### src/rtl/frl_pkg.sv
// Shared definitions for the free register list: sizes, PID/pointer types
// and the reset contents of the free list.
package frl_pkg;

  localparam int FRL_WIDTH     = 7;
  localparam int FRL_DEPTH     = 128;
  localparam int FRL_PTR_WIDTH = FRL_WIDTH + 1;
  localparam int NUM_ARCH_REGS = 32;

  // Index 0 is the MSB; for pointers bit 0 is the wrap (lap) bit.
  typedef logic [0:FRL_WIDTH-1]     pid_t;
  typedef logic [0:FRL_PTR_WIDTH-1] frl_ptr_t;

  // Tail after reset: every non-architectural PID starts out free.
  localparam frl_ptr_t RESET_WR_PTR = frl_ptr_t'(FRL_DEPTH - NUM_ARCH_REGS);

  // Reset image: slot k holds PID k+NUM_ARCH_REGS.
  // Slots past the free region are never read before being written, so they are cleared.
  function automatic pid_t reset_pid(input int k);
    return (k < FRL_DEPTH - NUM_ARCH_REGS) ? pid_t'(k + NUM_ARCH_REGS) : '0;
  endfunction

endpackage

### src/rtl/free_reg_list.sv
// Free register list: a circular FIFO of free physical register IDs.
// The dispatch unit pops from the head, and the ROB pushes freed PIDs at the tail.
// The checkpoint/flush controller can rewind the head pointer.
// Optional macro FRL_HEAD_PTR_OUT_EN exposes the head pointer for checkpointing.
module free_reg_list
  import frl_pkg::*;
(
  input  logic                     clk,
  input  logic                     reset,
  input  logic                     du_dispatch_pid,
  output logic [0:FRL_WIDTH-1]     frl_pid_out,
  output logic                     frl_empty,
  input  logic                     rob_return_pid,
  input  logic [0:FRL_WIDTH-1]     rob_pid_in,
  input  logic                     cfc_flush_frl,
`ifdef FRL_HEAD_PTR_OUT_EN
  input  logic [0:FRL_PTR_WIDTH-1] cfc_flush_frl_value,
  output logic [0:FRL_PTR_WIDTH-1] frl_head_ptr
`else
  input  logic [0:FRL_PTR_WIDTH-1] cfc_flush_frl_value
`endif
);

  pid_t     storage [FRL_DEPTH];
  frl_ptr_t rd_ptr;
  frl_ptr_t wr_ptr;
  pid_t     rd_idx;
  pid_t     wr_idx;
  logic     full;
  logic     do_pop;
  logic     do_push;

  // The low pointer bits address the storage. The wrap bit tells full from empty.
  assign rd_idx    = rd_ptr[1:FRL_PTR_WIDTH-1];
  assign wr_idx    = wr_ptr[1:FRL_PTR_WIDTH-1];
  assign frl_empty = (rd_ptr == wr_ptr);
  assign full      = (rd_ptr[0] != wr_ptr[0]) && (rd_idx == wr_idx);

  // Empty and full come from the pre-edge pointers, so a pop and a push in the same cycle both take effect.
  assign do_pop  = du_dispatch_pid && !frl_empty;
  assign do_push = rob_return_pid && !full;

  // The head PID is read straight from the flop array, with no added latency.
  assign frl_pid_out = storage[rd_idx];

`ifdef FRL_HEAD_PTR_OUT_EN
  assign frl_head_ptr = rd_ptr;
`endif

  // Head/tail pointers; flush rewinds the head and wins over a same-cycle pop
  always_ff @(posedge clk) begin
    if (reset) begin
      rd_ptr <= '0;
      wr_ptr <= RESET_WR_PTR;
    end else begin
      if (cfc_flush_frl)
        rd_ptr <= cfc_flush_frl_value;
      else if (do_pop)
        rd_ptr <= rd_ptr + 1'b1;
      if (do_push)
        wr_ptr <= wr_ptr + 1'b1;
    end
  end

  // PID storage; reset reloads the initial free list, pushes write at the tail
  always_ff @(posedge clk) begin
    if (reset) begin
      for (int k = 0; k < FRL_DEPTH; k++)
        storage[k] <= reset_pid(k);
    end else if (do_push) begin
      storage[wr_idx] <= rob_pid_in;
    end
  end

endmodule

### config.mk
export PLATFORM = sky130hd
export DESIGN_NAME = free_reg_list
export DESIGN_NICKNAME = d
export VERILOG_FILES = /design/src/rtl/frl_pkg.sv /design/src/rtl/free_reg_list.sv
export SDC_FILE = /design/constraint.sdc
export NUM_CORES = 1
export LEC_CHECK = 0
export BUFFER_PORTS_ARGS = -buffer_cell sky130_fd_sc_hd__buf_2
export CORE_ASPECT_RATIO = 1.25
export CORE_UTILIZATION = 35
export DETAILED_ROUTE_END_ITERATION = 8
export PLACE_DENSITY = 0.52
export SKIP_CTS_REPAIR_TIMING = 1
export SLEW_MARGIN = 10
export SYNTH_ARGS = -nofsm -noshare
export SYNTH_HDL_FRONTEND = slang
export SYNTH_SLANG_ARGS = --single-unit
### constraint.sdc
create_clock -name clk -period 4.7 [get_ports clk]
set_input_delay 0.94 -clock clk [delete_from_list [all_inputs] [get_ports clk]]
set_output_delay 0.94 -clock clk [all_outputs]
set_load 0.1 [all_outputs]
==> impl_metrics.env, run 1 <==
export IMPL_outcome="complete, but fails checks"
export IMPL_violations="setup timing"
export IMPL_first_iter_violations=2972
export IMPL_cts_sinks=919
export IMPL_rrSetupSlack_ns=1.37
export IMPL_synth_top_area_share_pct=66.0
export IMPL_drive_above_1_share_pct=22.0
export IMPL_synthTopCellsByCount="edfxtp_1 (896), nor2_1 (620), nand2_1 (466)"
export IMPL_post_route_period_util_pct=100
export IMPL_gp_congestion=0.836
export IMPL_stdcell_count=4429
export IMPL_yosysWarnings=0
export IMPL_finalNetCount=2829
export IMPL_path_clk_slew_ns=0.07
export IMPL_path_class="flip-flop to output pin"
export IMPL_synth_cells=2773
export IMPL_root_buffer="clkbuf_16"
export IMPL_cts_buffers=92
export IMPL_yosys_area_top_type="edfxtp_1"
export IMPL_worstHoldStart="cfc_flush_frl_value[0]"
export IMPL_die_x_um=307
export IMPL_hold_viol_final=0
export IMPL_rr_endpoint="storage[53][3]"
export IMPL_seq_area_mm2=0.0274
export IMPL_synthFlopType="edfxtp_1"
export IMPL_sequentialPowerShare_pct=50.3
export IMPL_maxCapViolations=0
export IMPL_crit_arrival_ns=3.76
export IMPL_syn_num_nets=2795
export IMPL_skew_ns=0.0273
export IMPL_period_needed_ns=4.70
export IMPL_required_ns=3.76
export IMPL_area_growth_pct=15.2
export IMPL_via_count=25100
export IMPL_power_density_mw_per_mm2=391
export IMPL_switching_share_pct=23.8
export IMPL_hold_depth=3
export IMPL_wl_um=134000
export IMPL_slew_violations=0
export IMPL_wl_per_cell_um=30.3
export IMPL_vias_per_cell=5.67
export IMPL_dieArea_mm2=0.118
export IMPL_ys_types=39
export IMPL_place_worst_setup_slack_ns=0.405
export IMPL_ant_nets=0
export IMPL_min_delay_worst_endpoint="rd_ptr[7]"
export IMPL_leakage_nw=14.0
export IMPL_grt_pass1_vias=25900
export IMPL_antenna_found_initial=2
export IMPL_synth_area_top_cells="edfxtp_1 (66%), mux4_2 (16%), nor2_1 (5.7%)"
export IMPL_yosysMostFrequentCell="edfxtp_1"
export IMPL_dr_pass1_iters=5
export IMPL_ys_ff_latch=919
export IMPL_placed_cells=4227
export IMPL_synth_avg_cell_area_um2=14.7
export IMPL_grt_pass1_wl_um=188000
export IMPL_ys_seq_area_share_pct=67.1
export IMPL_cts_tree="done"
export IMPL_fin_ws_ns=-0.00389
export IMPL_hpwl_um=79500
export IMPL_switchingPower_mw=4.37
export IMPL_peakVddDrop_mv=0.249
export IMPL_finalSetupViolCount=1
export IMPL_row_count=139
export IMPL_relSlewSlack_pct=19.3
export IMPL_drc=0
export IMPL_critPathLaunchType="flip-flop"
export IMPL_htree_levels=3
export IMPL_overflow=0
export IMPL_worstMarginPinSlew_ns=1.21
export IMPL_pwr_share_comb_pct=9.5
export IMPL_crit_path_end_kind="output pin"
export IMPL_grt_max_degree=59
export IMPL_p_int_mw=14.0
export IMPL_die_y_um=384
export IMPL_max_freq_mhz=213
export IMPL_grtUsageTotal_pct=22.5
export IMPL_n_antenna_cell=0
export IMPL_n_fill_cell=10500
export IMPL_cts_buffer_depth=3
export IMPL_crit_fanout=7
export IMPL_io_buffers=27
export IMPL_setup_tns_ns=-0.00389
export IMPL_fin_hold_ws_ns=0.534
export IMPL_p_total_mw=18.3
export IMPL_core_mm2=0.115
export IMPL_rsz0062_at_grt="yes"
export IMPL_synth_edff_count=896
export IMPL_start_util_pct=35.4
export IMPL_async_reset_ff_share_pct=0
export IMPL_clk_latency_ns=0.70
export IMPL_multi_input_area_mm2=0.0126
export IMPL_min_delay_path_class="input pin to flip-flop"
export IMPL_r2r_start="wr_ptr[5]"
export IMPL_syn_area_mm2=0.0408
export IMPL_power_frac_clock_pct=40.3
export IMPL_io_pins=28
export IMPL_rr_worst_depth=7
stage by stage:
stage	instance area, um^2	util, %
2_1_floorplan	40800	-
3_3_place_gp	43300	37.6
3_5_place_dp	43300	37.6
4_1_cts	46200	40.2
5_1_grt	47000	40.8
6_report	47000	40.8
registers in the layout, summed over array words and instances (netlist names), named ones only:
register and cells:
rd_ptr 8, storage 896, wr_ptr 8
worst max-delay path by stage:
stage,startpoint,to,slack [ns],depth (start not counted)
global placement,flip-flop,frl_pid_out[4],0.43,7
floorplan,wr_ptr[3],frl_empty,0.83,4
finish,flip-flop,frl_pid_out[6],-0.004,9
global route,flip-flop,frl_pid_out[1],-0.02,9
detailed placement,flip-flop,frl_pid_out[4],0.40,7
CTS,flip-flop,frl_pid_out[4],-0.33,7
cells by family (layout without fill, tap and decap cells):
kind of cell | after synthesis | after routing | share of synthesized area (%)
fa+ha+maj | 2 | 2 | 0.0614
mux | 303 | 303 | 16.5
xor+xnor | 12 | 12 | 0.258
buf+inv | 237 | 342 | 2.40
compound gates | 155 | 155 | 2.82
simple gates | 1145 | 1145 | 10.9
flops | 919 | 919 | 67.1
cell type report:
class	count	area share, %
Clock buffer	112	5.15
Clock inverter	53	1.09
Inverter	3	0.0240
Multi-Input combinational cell	1617	26.8
Sequential cell	919	58.3
Tap cell	1551	4.13
Timing Repair Buffer	174	4.50
routing by layer:
metal	routed length (um)	track usage (%)	vias to the layer above
met5	13	0	-
met4	5430	8.88	2
met3	9850	3.41	275
met2	68500	39.1	1252
met1	50500	28.0	13200
li1	-	-	10300
power by group through the flow:
| stage | logic, mW | clock network, mW | registers, mW |
|---|---|---|---|
| after CTS | 1.58 | 7.44 | 9.23 |
| after global routing | 1.80 | 7.73 | 9.23 |
| after detailed placement | 1.58 | 0 | 9.40 |
| final | 1.74 | 7.38 | 9.22 |
| after floorplan | 0.992 | 0 | 9.34 |
| after global placement | 1.57 | 0 | 9.39 |
worst max-delay path, cell delays in order, from the launching register on:
cell	delay [ns]
dfxtp_4	0.39
buf_8	0.15
buf_4	0.15
clkbuf_16	0.15
buf_4	0.12
mux4_2	0.52
mux4_2	0.55
mux4_2	0.54
mux2_4	0.32
buf_12	0.17
layout by cell type (no fill, tap or decap), types with 5 or more instances in the layout:
master / n
edfxtp_1: 896
nor2_1: 613
nand2_1: 466
mux4_2: 294
a21o_1: 127
clkbuf_16: 107
buf_4: 87
buf_12: 35
clkinv_1: 22
dfxtp_1: 19
buf_2: 19
clkbuf_1: 18
clkinv_2: 14
nand3_1: 10
buf_6: 10
xnor2_1: 9
bufinv_16: 9
o21ai_0: 8
or3_1: 8
nor3_1: 6
a311oi_1: 6
buf_16: 6
mux2_4: 5
nor3_2: 5
nand2b_1: 5
No activity file was read; power rests on OpenSTA's default activity.
==> run 2, diff against run 1 <==
CELL_PAD_IN_SITES_DETAIL_PLACEMENT = 1   (was not set)
CELL_PAD_IN_SITES_GLOBAL_PLACEMENT = 2   (was not set)
PLACE_DENSITY = not set   (was 0.52)
PLACE_DENSITY_LB_ADDON = 0.1   (was not set)
clock period = 4.52 ns   (was 4.7 ns; I/O delays follow)
==> run 2 against run 1 <==
The run still ends with setup timing left; largest power group unchanged; die area stayed put; clock skew is 0.0031 ns lower; final cell count is 0.47% higher; sequential power is 3.9% higher; sequential cell count stayed put; critical path depth is 2 lower; highest routed layer is now met4; power is 8.7% higher; register-to-register slack worse by 0.21 ns; utilization is 0.34 points higher; design area is 0.84% higher.
==> impl_metrics.env, run 2 (synthesis results as in run 1) <==
export IMPL_vias_per_cell=5.64
export IMPL_n_fill_cell=11500
export IMPL_ant_nets=0
export IMPL_peakVddDrop_mv=0.256
export IMPL_maxCapViolations=0
export IMPL_core_mm2=0.115
export IMPL_outcome="complete, but fails checks"
export IMPL_hpwl_um=90800
export IMPL_io_pins=28
export IMPL_grt_pass1_wl_um=208000
export IMPL_required_ns=3.62
export IMPL_overflow=0
export IMPL_place_worst_setup_slack_ns=0.332
export IMPL_fin_ws_ns=-0.180
export IMPL_io_buffers=27
export IMPL_area_growth_pct=16.1
export IMPL_worstMarginPinSlew_ns=1.08
export IMPL_cp_top_family="multiplexers"
export IMPL_period_needed_ns=4.70
export IMPL_pwr_share_comb_pct=9.4
export IMPL_post_route_period_util_pct=104
export IMPL_cts_tree="done"
export IMPL_die_y_um=384
export IMPL_wl_per_cell_um=33.5
export IMPL_via_count=25100
export IMPL_switchingPower_mw=4.76
export IMPL_htree_levels=3
export IMPL_sequentialPowerShare_pct=48.0
export IMPL_slowest_stage="mux4_2"
export IMPL_drc=0
export IMPL_power_density_mw_per_mm2=421
export IMPL_max_freq_mhz=213
export IMPL_n_antenna_cell=0
export IMPL_cts_buffers=99
export IMPL_relSlewSlack_pct=27.8
export IMPL_row_count=139
export IMPL_start_util_pct=35.4
export IMPL_dr_pass1_iters=5
export IMPL_grt_max_degree=153
export IMPL_p_int_mw=15.2
export IMPL_crit_path_end_kind="output pin"
export IMPL_clk_latency_ns=0.70
export IMPL_violations="setup timing"
export IMPL_final_area_mm2=0.0474
export IMPL_hold_viol_final=0
export IMPL_crit_fanout=7
export IMPL_leakage_nw=14.1
export IMPL_final_common_cell="edfxtp_1"
export IMPL_skew_ns=0.0242
export IMPL_die_x_um=307
export IMPL_dpl_cell_area_mm2=0.0434
export IMPL_first_iter_violations=2404
export IMPL_dieArea_mm2=0.118
export IMPL_largestRegisters="storage x896, rd_ptr x8, wr_ptr x8"
export IMPL_cts_buffer_depth=3
export IMPL_wl_um=149000
export IMPL_critPathBufInv=3
export IMPL_cts_sinks=919
export IMPL_root_buffer="clkbuf_16"
export IMPL_path_clk_slew_ns=0.06
export IMPL_final_util_pct=41.1
export IMPL_rsz0062_at_grt="yes"
export IMPL_grtUsageTotal_pct=25.3
export IMPL_cpPeakStageDelay_ns=0.63
export IMPL_crit_arrival_ns=3.80
export IMPL_top_register="storage"
export IMPL_largest_register_ff_count=896
export IMPL_finalSetupViolCount=7
export IMPL_path_class="flip-flop to output pin"
export IMPL_drive_above_1_share_pct=22.3
export IMPL_min_delay_path_class="input pin to flip-flop"
export IMPL_antenna_found_initial=5
export IMPL_power_frac_clock_pct=42.6
export IMPL_critPathLaunchType="flip-flop"
export IMPL_gp_congestion=0.811
export IMPL_final_cell_mix="edfxtp_1 (896), nor2_1 (614), nand2_1 (466)"
export IMPL_multi_input_area_mm2=0.0126
export IMPL_grt_pass1_vias=26600
export IMPL_finalNetCount=2841
export IMPL_switching_share_pct=23.9
export IMPL_seq_area_mm2=0.0274
export IMPL_crit_chain="buf_12 > buf_12 > mux4_2 > mux4_2 > mux4_2 > mux2_4 > buf_12"
export IMPL_slew_violations=0
run 2: layout make-up:
class                   instances  area share [%]
flip-flops and latches        919            57.8
multi-input cells            1617            26.6
clock buffers                 122            5.55
repair buffers                179            4.56
well taps                    1551            4.10
clock inverters                59            1.40
inverters                       3          0.0238
run 2: tightest hold or removal path, delay by kind of cell:
family	cells	cell delay, ns
buffers and inverters	1	0.09
AND/OR/NAND/NOR	1	0.08
AO/OA/AOI/OAI	1	0.06
run 2: power groups by stage:
stage,logic (mW),registers (mW),clock network (mW)
6_report,1.87,9.58,8.49
5_1_grt,1.93,9.60,8.87
4_1_cts,1.75,9.59,8.62
3_5_place_dp,1.74,9.77,0
3_3_place_gp,1.73,9.76,0
2_1_floorplan,1.03,9.71,0
run 2: per-stage QoR:
| step | setup TNS [ns] | hold slack (ns) | power, mW | cells |
|---|---|---|---|---|
| 2_1_floorplan | 0 | 0.494 | 10.7 | 2773 |
| 3_3_place_gp | 0 | 0.526 | 11.5 | 4237 |
| 3_5_place_dp | 0 | 0.538 | 11.5 | 4237 |
| 4_1_cts | -2.93 | 0.456 | 20.0 | 4418 |
| 5_1_grt | -1.33 | 0.495 | 20.4 | 4450 |
| 6_report | -1.11 | 0.498 | 19.9 | 4450 |
run 2: worst paths after layout:
path | startpoint | end | slack, ns | depth (start not counted)
worst max-delay path | flip-flop | frl_pid_out[2] | -0.18 | 7
worst min-delay path | cfc_flush_frl_value[6] | rd_ptr[1] | 0.50 | 3
worst max register to register | rd_ptr[2] | storage[47][3] | 1.16 | 6
worst min register to register | wr_ptr[7] | wr_ptr[7] | 0.55 | 2
run 2: metal layers:
| metal | track usage [%] | vias up | share of wire (%) |
|---|---|---|---|
| li1 | - | 10400 | - |
| met1 | 32.9 | 13700 | 41 |
| met2 | 44.4 | 767 | 51 |
| met3 | 2.58 | 187 | 4.7 |
| met4 | 8.12 | 0 | 2.9 |
| met5 | 0 | - | 0 |
